File: src/rtl/zl_rs_encoder_if.sv
// Byte-stream handshake bundle for the RS(204,188) encoder: message bytes in, codeword
// bytes out. The encoder uses the slave modport, its environment the master modport.
interface zl_rs_encoder_if;
  logic       data_in_req;
  logic       data_in_ack;
  logic [7:0] data_in;
  logic       data_out_req;
  logic       data_out_ack;
  logic [7:0] data_out;
  logic       pkt_start;

  modport master (
    output data_in_req, data_in, data_out_ack,
    input  data_in_ack, data_out_req, data_out, pkt_start
  );

  modport slave (
    input  data_in_req, data_in, data_out_ack,
    output data_in_ack, data_out_req, data_out, pkt_start
  );
endinterface

File: src/rtl/zl_rs_encoder.sv
// DVB shortened RS(204,188,T=8) systematic encoder with a one-deep registered output stage.
// Optional ZL_RS_ENCODER_SYNC_CHECK_EN: drop lead bytes other than 0x47/0xB8.
module zl_rs_encoder (
  input logic            clk,
  input logic            rst_n,
  zl_rs_encoder_if.slave bus_io
);
  localparam int unsigned ParLen = 16;

  // g_k coefficients of prod_{i=0..15}(x + a^i) over GF(256), poly 0x11D; index k = x^k.
  localparam logic [7:0] GenCoef [ParLen] = '{
    8'h3B, 8'h24, 8'h32, 8'h62, 8'hE5, 8'h29, 8'h41, 8'hA3,
    8'h08, 8'h1E, 8'hD1, 8'h44, 8'hBD, 8'h68, 8'h0D, 8'h3B
  };

  typedef enum logic [0:0] {StIdleData, StParity} state_e;

  function automatic logic [7:0] gf_mul(input logic [7:0] a, input logic [7:0] b);
    logic [7:0] acc;
    logic [7:0] sh;
    acc = '0;
    sh  = a;
    for (int i = 0; i < 8; i++) begin
      if (b[i]) acc ^= sh;
      sh = {sh[6:0], 1'b0} ^ (sh[7] ? 8'h1D : 8'h00);
    end
    return acc;
  endfunction

  state_e                    state_q, state_d;
  logic [7:0]                byte_cnt_q, byte_cnt_d;
  logic [3:0]                par_cnt_q, par_cnt_d;
  logic [ParLen-1:0][7:0]    par_q, par_d;
  logic                      out_valid_q, out_valid_d;
  logic [7:0]                out_data_q, out_data_d;
  logic                      sop_q, sop_d;

  logic       in_ack;
  logic       slot_free;
  logic       first;
  logic       sync_ok;
  logic [7:0] fb;

  assign first = (byte_cnt_q == 8'd0);

`ifdef ZL_RS_ENCODER_SYNC_CHECK_EN
  assign sync_ok = !first || (bus_io.data_in == 8'h47) || (bus_io.data_in == 8'hB8);
`else
  assign sync_ok = 1'b1;
`endif

  always_comb begin
    state_d     = state_q;
    byte_cnt_d  = byte_cnt_q;
    par_cnt_d   = par_cnt_q;
    par_d       = par_q;
    out_valid_d = out_valid_q;
    out_data_d  = out_data_q;
    sop_d       = sop_q;
    in_ack      = 1'b0;
    fb          = 8'h00;
    slot_free   = !out_valid_q || bus_io.data_out_ack;

    if (out_valid_q && bus_io.data_out_ack) out_valid_d = 1'b0;

    unique case (state_q)
      StIdleData: begin
        in_ack = slot_free;
        if (bus_io.data_in_req && in_ack && sync_ok) begin
          // Start of a packet ignores any residue left in the parity register.
          fb       = bus_io.data_in ^ (first ? 8'h00 : par_q[ParLen-1]);
          par_d[0] = gf_mul(GenCoef[0], fb);
          for (int k = 1; k < ParLen; k++) begin
            par_d[k] = (first ? 8'h00 : par_q[k-1]) ^ gf_mul(GenCoef[k], fb);
          end
          out_valid_d = 1'b1;
          out_data_d  = bus_io.data_in;
          sop_d       = first;
          if (byte_cnt_q == 8'd187) begin
            byte_cnt_d = 8'd0;
            state_d    = StParity;
          end else begin
            byte_cnt_d = byte_cnt_q + 8'd1;
          end
        end
      end
      StParity: begin
        if (slot_free) begin
          out_valid_d = 1'b1;
          out_data_d  = par_q[ParLen-1];
          sop_d       = 1'b0;
          par_d       = {par_q[ParLen-2:0], 8'h00};
          if (par_cnt_q == 4'd15) begin
            par_cnt_d = 4'd0;
            state_d   = StIdleData;
          end else begin
            par_cnt_d = par_cnt_q + 4'd1;
          end
        end
      end
      default: state_d = StIdleData;
    endcase
  end

  always_ff @(posedge clk or negedge rst_n) begin
    if (!rst_n) begin
      state_q     <= StIdleData;
      byte_cnt_q  <= 8'd0;
      par_cnt_q   <= 4'd0;
      par_q       <= '0;
      out_valid_q <= 1'b0;
      out_data_q  <= 8'h00;
      sop_q       <= 1'b0;
    end else begin
      state_q     <= state_d;
      byte_cnt_q  <= byte_cnt_d;
      par_cnt_q   <= par_cnt_d;
      par_q       <= par_d;
      out_valid_q <= out_valid_d;
      out_data_q  <= out_data_d;
      sop_q       <= sop_d;
    end
  end

  assign bus_io.data_in_ack  = in_ack;
  assign bus_io.data_out_req = out_valid_q;
  assign bus_io.data_out     = out_data_q;
  assign bus_io.pkt_start    = sop_q;
endmodule

File: src/flat_wrapper.sv
// flat-port wrapper written by rule: the top's interface ports become plain ports
module zl_rs_encoder_flat 
  (clk, rst_n, bus_io_data_in_req, bus_io_data_in, bus_io_data_out_ack, bus_io_data_in_ack, bus_io_data_out_req, bus_io_data_out, bus_io_pkt_start);
  zl_rs_encoder_if bus_io_i ();
  input logic clk;
  input logic rst_n;
  input wire logic [$bits(bus_io_i.data_in_req)-1:0] bus_io_data_in_req;
  input wire logic [$bits(bus_io_i.data_in)-1:0] bus_io_data_in;
  input wire logic [$bits(bus_io_i.data_out_ack)-1:0] bus_io_data_out_ack;
  output wire logic [$bits(bus_io_i.data_in_ack)-1:0] bus_io_data_in_ack;
  output wire logic [$bits(bus_io_i.data_out_req)-1:0] bus_io_data_out_req;
  output wire logic [$bits(bus_io_i.data_out)-1:0] bus_io_data_out;
  output wire logic [$bits(bus_io_i.pkt_start)-1:0] bus_io_pkt_start;
  assign bus_io_i.data_in_req = bus_io_data_in_req;
  assign bus_io_i.data_in = bus_io_data_in;
  assign bus_io_i.data_out_ack = bus_io_data_out_ack;
  assign bus_io_data_in_ack = bus_io_i.data_in_ack;
  assign bus_io_data_out_req = bus_io_i.data_out_req;
  assign bus_io_data_out = bus_io_i.data_out;
  assign bus_io_pkt_start = bus_io_i.pkt_start;
  zl_rs_encoder u_core (.clk(clk), .rst_n(rst_n), .bus_io(bus_io_i));
endmodule
File: config.mk
export PLATFORM = sky130hd
export DESIGN_NAME = zl_rs_encoder_flat
export DESIGN_NICKNAME = d
export VERILOG_FILES = /design/src/rtl/zl_rs_encoder_if.sv /design/src/rtl/zl_rs_encoder.sv /design/src/flat_wrapper.sv
export SDC_FILE = /design/constraint.sdc
export NUM_CORES = 1
export LEC_CHECK = 0
export CAP_MARGIN = 25
export CORE_MARGIN = 3
export CORE_UTILIZATION = 30
export CTS_CLUSTER_DIAMETER = 50
export DETAILED_ROUTE_END_ITERATION = 12
export PLACE_DENSITY = 0.42
export SLEW_MARGIN = 20
export SYNTH_ARGS = -nofsm -noshare
export SYNTH_HDL_FRONTEND = slang
export SYNTH_SLANG_ARGS = --single-unit
export TNS_END_PERCENT = 30
File: constraint.sdc
create_clock -name clk -period 4.15 [get_ports clk]
set_clock_uncertainty 0.05 [all_clocks]
set_input_delay 1.0375 -clock clk [delete_from_list [all_inputs] [get_ports clk]]
set_output_delay 1.0375 -clock clk [all_outputs]
set_load 0.005 [all_outputs]
### Word level (Yosys, flattened, before mapping)

Index checks and enable logic that the tools add are counted.
W data, S select, Z words.

| storage, ports and cells | value |
|---|---|
| flip-flop bits (word level) | 151 |
| output and inout port bits | 11 |
| word-level logic and storage cells | 555 |
| input port bits | 12 |

| operators by class | value |
|---|---|
| $add $sub $neg | 2 |
| bitwise logic cells | 122 |
| equal/unequal tests | 4 |
| reduce and logical (&&, ||, !) cells | 8 |
| muxes and demuxes | 397 |

Operators by type and width:

| cell | number |
|---|---|
| $mux W8 | 316 |
| $mux W128 | 2 |
| $pmux W128 S2 | 1 |
| $mux W7 | 30 |
| $not A5 Y5 | 29 |
| $xor A8 B8 Y8 | 16 |
| $mux W6 | 18 |
| $not A3 Y3 | 28 |
| $not A4 Y4 | 21 |
| $not A6 Y6 | 13 |
| $mux W5 | 9 |
| $not A7 Y7 | 3 |
| $mux W4 | 5 |
| $pmux W8 S2 | 1 |
| $not A2 Y2 | 6 |
| $mux W1 | 10 |
| $add A8 B1 Y8 const B | 1 |
| $eq A8 B8 Y1 const B | 1 |
| $logic_not A8 Y1 | 1 |
| $not A8 Y8 | 1 |
| $mux W3 | 2 |
| $pmux W1 S2 | 3 |
| $reduce_and A2 Y1 | 3 |
| $not A1 Y1 | 5 |
| 7 further kinds | 8 |

### Logic depth before layout (Yosys ltp)

| depth | value |
|---|---|
| word-level depth | 37 |
| mapped depth | 13 |
| mapped depth without buffers | 9 |

### Worst setup path before layout

OpenSTA, ideal clock, no wires.

| timing | value |
|---|---|
| kind | input-to-reg |
| start | input bus_io_data_in[6] |
| end | register u_core.par_q[86] (netlist bit) |
| stages on the path | 7 |
| buffers on the path | 1 |
| required time | 3966 ps |
| path slack | 978 ps |
| arrival | 2988 ps |
| setup time | 134 ps |
| cell sequence | buf_2 xnor2_1 xnor3_1 xnor2_1 mux2_2 o22ai_1 o21ai_0 |

| on the way | value |
|---|---|
| word-level cells in the longest chain between the ends | 11 |

Ends and longest elaborated chain:

| what | line | source |
|---|---|---|
| start: declaration | flat_wrapper.sv:8 | `input wire logic [$bits(bus_io_i.data_in)-1:0] bus_io_data_in;` |
| $xor A8 B8 Y8 * | zl_rs_encoder.sv:71 | `fb = bus_io.data_in ^ (first ? 8'h00 : par_q[ParLen-1]);` |
| $mux W7 * | zl_rs_encoder.sv:24 | `if (b[i]) acc ^= sh;` |
| $mux W8 * | zl_rs_encoder.sv:69 | `if (bus_io.data_in_req && in_ack && sync_ok) begin` |
| $mux W8 * | zl_rs_encoder.sv:66 | `unique case (state_q)` |
| $not A6 Y6 (no line) | -- |  |
| $mux W8 * | zl_rs_encoder.sv:24 |  |
| $mux W8 * | zl_rs_encoder.sv:69 |  |
| $mux W8 * | zl_rs_encoder.sv:66 |  |
| $xor A8 B8 Y8 * | zl_rs_encoder.sv:74 | `par_d[k] = (first ? 8'h00 : par_q[k-1]) ^ gf_mul(GenCoef[k], fb);` |
| $mux W128 * | zl_rs_encoder.sv:69 |  |
| $pmux W128 S2 * | zl_rs_encoder.sv:66 |  |
| end signal: assignment | zl_rs_encoder.sv:118 | `par_q <= par_d;` |
| end: declaration | zl_rs_encoder.sv:33 | `logic [ParLen-1:0][7:0] par_q, par_d;` |

Every way passes the cells marked *; elsewhere a longest branch is shown, timed or not. The select of a mux whose other input is x is not followed.
A chain may end at the register's enable or synchronous reset.

### Final worst setup path

| timing | value |
|---|---|
| start | input bus_io_data_in[2] |
| end | register u_core.par_q[125] (netlist bit) |

| on the way | value |
|---|---|
| word-level cells in the longest chain between the ends | 24 |

Ends and longest elaborated chain:

| what | line |
|---|---|
| $xor A8 B8 Y8 * | zl_rs_encoder.sv:71 |
| $mux W8 * | zl_rs_encoder.sv:24 |
| $mux W8 * | zl_rs_encoder.sv:69 |
| $mux W8 * | zl_rs_encoder.sv:66 |
| $mux W8 * | zl_rs_encoder.sv:24 |
| $mux W8 * | zl_rs_encoder.sv:69 |
| $mux W8 * | zl_rs_encoder.sv:66 |
| $mux W8 * | zl_rs_encoder.sv:24 |
| [... 8 more ...] | -- |
| $mux W8 * | zl_rs_encoder.sv:69 |
| $mux W8 * | zl_rs_encoder.sv:66 |
| $mux W8 * | zl_rs_encoder.sv:24 |
| $mux W8 * | zl_rs_encoder.sv:69 |
| $mux W8 * | zl_rs_encoder.sv:66 |
| $xor A8 B8 Y8 * | zl_rs_encoder.sv:74 |
| $mux W128 * | zl_rs_encoder.sv:69 |
| $pmux W128 S2 * | zl_rs_encoder.sv:66 |

Marked as above.

==> run metrics <==
Mapped Cells 1337; Setup Viol. Count Final 0; initial antenna violation count 1; largest net degree at the start of global routing 63; crit path setup slack, layout 0.4345 ns; RSZ-0062 raised after global routing no; Post-CTS Hold Buffers 0; total of max-cap violations 0; Yosys top cell area share 33.09%; Arr. time, crit path 3.99 ns; total congestion overflow 0; Detail Route Antenna Nets 0; commonest non-fill, non-tap cells in the layout nand2_1, dfrtp_1, xnor2_1; ANT cells 0; slowest stage delay, CP 0.75 ns; Top Layer Used met5; WL met1 20170 um; GRT Total Usage 21.34%; Avg Cell Area, Syn 8.541 um2; yosys warns 0; sequential area share after synthesis 33.09%; worst-path maximum fanout 7; first-pass GRT wire length 64760 um; met2 WL 19220 um; Worst Path Buf+Inv 2; Tcrit/Tclk final 89.53%; Post-Syn Nets 1352; Initial DRC Count 763; via count 9893; DIE HEIGHT 201.1 um; Final nets 1367; Worst path top cell family by delay XOR/XNOR gates; io pins 23; Setup crit start kind input pin; CTS root buf clkbuf_16; final instance count without filler cells 1868; placed insts 1837; post-route minimum period 3.716 ns; number of synthesized register bits 151; Setup TNS 0 ns; Routed WL per cell 22.90 um; # H-tree levels 4; outcome completed; placer congestion estimate 0.8670; drt pass-1 iters 7; Slew @ Worst Pin 0.8788 ns; fillers 3801; Yosys cell types 66; clk sinks 151; worst skew pair latency 0.45 ns; post-synthesis cell area 0.01142 mm2; Synth area leaders dfrtp_1, xnor2_1, nand2_1, o21ai_0, xor2_1; # resized after CTS 0; commonest non-fill, non-tap cell in the layout nand2_1; site row count 70; top achievable clock speed 269.1 MHz; Slew headroom 41.13%; layout cells sized above 1 12.83%; Hold Path Class flip-flop to flip-flop; Final Cell Area 0.01315 mm2; Crit Path Category input pin to flip-flop; die width 201.1 um; Slew Limit Fails 0; postcts setup bufs 0; crit path cell chain clkdlybuf4s50_1 > xnor2_2 > xnor2_1 > xnor2_2 > buf_4 > xor2_1 > o21ai_0 > o21ai_0 > a21oi_1; post-synth top area cell dfrtp_1; Die Area 0.04044 mm2; Post-synth EDFFs 0; Port-buffer cells 22; CTS Buffer Depth 2; post-DP HPWL 29840 um; CTS tree built; vias per cell 5.296; Area Overhead vs Synth 15.16%; Req. time, crit path 4.43 ns; vias in the first global route 9544; initial core utilization 30.82%; Total Wirelength 42780 um; Hold Fails Final Rpt 0; placed inst area 0.01256 mm2; CTS clk-pin slew, worst paths 0.07 ns; Core Region 0.03705 mm2; slowest CP cell clkdlybuf4s50_1; # DRC 0; CTS buffer count 17; Synth Flop Type dfrtp_1; met3 WL 2298 um; async set-reset flop share out of synthesis 100.0%; CP endpoint kind flip-flop; pre-CTS WS 0.09960 ns
-- cell type report --
class	instances	area [um2]	share of cell area, %
Tap cell	504	630.6	4.795
Clock buffer	25	505.5	3.844
Inverter	10	37.54	0.2854
Timing Repair Buffer	111	977.2	7.430
Sequential cell	151	3782	28.76
Clock inverter	6	88.84	0.6755
Multi-Input combinational cell	1061	7129	54.21
-- state kept, by name, indices dropped and copies added, names as in the netlist --
signal and flops:
u_core.par_q 128, u_core.bus_io.data_out 8, u_core.byte_cnt_q 8, u_core.par_cnt_q 4, u_core.bus_io.data_out_req 1, u_core.bus_io.pkt_start 1, u_core.state_q 1
-- routing by layer --
| metal | GRT usage, % | vias up |
|---|---|---|
| met4 | 6.775 | 2 |
| met2 | 33.40 | 274 |
| li1 | - | 4673 |
| met5 | 0 | - |
| met1 | 30.16 | 4893 |
| met3 | 3.495 | 51 |
-- final timing paths --
kind | slack (ns) | to | cells after the start | start
max in group asynchronous | 2.70 | u_core.par_q[108]$_DFFE_PN0P_ | 2 | rst_n
setup reg to reg | 0.85 | u_core.par_q[76]$_DFFE_PN0P_ | 8 | u_core.byte_cnt_q[3]$_DFFE_PN0P_
hold / removal | 0.43 | u_core.bus_io.data_out[1]$_DFFE_PN0P_ | 2 | u_core.bus_io.data_out[1]$_DFFE_PN0P_
min in group asynchronous | 0.52 | u_core.par_q[27]$_DFFE_PN0P_ | 1 | rst_n
hold reg to reg | 0.43 | u_core.bus_io.data_out[1]$_DFFE_PN0P_ | 2 | u_core.bus_io.data_out[1]$_DFFE_PN0P_
setup / recovery | 0.43 | u_core.par_q[125]$_DFFE_PN0P_ | 9 | bus_io_data_in[2]
-- worst reg2reg max path: cells and delay by family (launching register included) --
family,cells,cell delay [ns]
compound gates,3,0.61
flops,1,0.46
buf+inv,1,0.29
xor+xnor,3,1.18
simple gates,1,0.60
-- synth_stat cells (all sizes together) (4+ instances only) --
master,n
a211oi,15
a21boi,4
a21o,15
a21oi,108
a221oi,7
a22oi,12
a31oi,5
and2,8
and3,18
buf,41
clkbuf,74
dfrtp,151
inv,9
mux2,15
mux2i,27
nand2,191
nand3,26
nand3b,4
nand4,16
nor2,81
nor3,18
o21ai,132
o221ai,11
o22a,4
o22ai,31
o31ai,13
or3,11
xnor2,168
xnor3,15
xor2,72
-- cell families (layout without fill, tap and decap cells) --
group / Yosys count / in the layout / share of synthesized area (%)
muxes: 42 / 42 / 3.846
adders and majority gates: 3 / 3 / 0.3287
and+or+nand+nor: 384 / 384 / 14.99
buffers and inverters: 125 / 152 / 4.744
AOI/OAI and AO/OA: 376 / 376 / 19.63
DFF: 151 / 151 / 33.09
xor gates and xnor gates: 256 / 256 / 23.37
-- stage by stage --
stage	util, %	hold WS [ns]
after floorplan	-	0.3984
after global placement	33.89	0.4111
after detailed placement	33.89	0.4200
after CTS	35.50	0.4351
after global routing	35.50	0.4567
final	35.50	0.4261
Power is not shown: default switching activity piles up to over one toggle a cycle in this logic, so the estimate is an artifact.
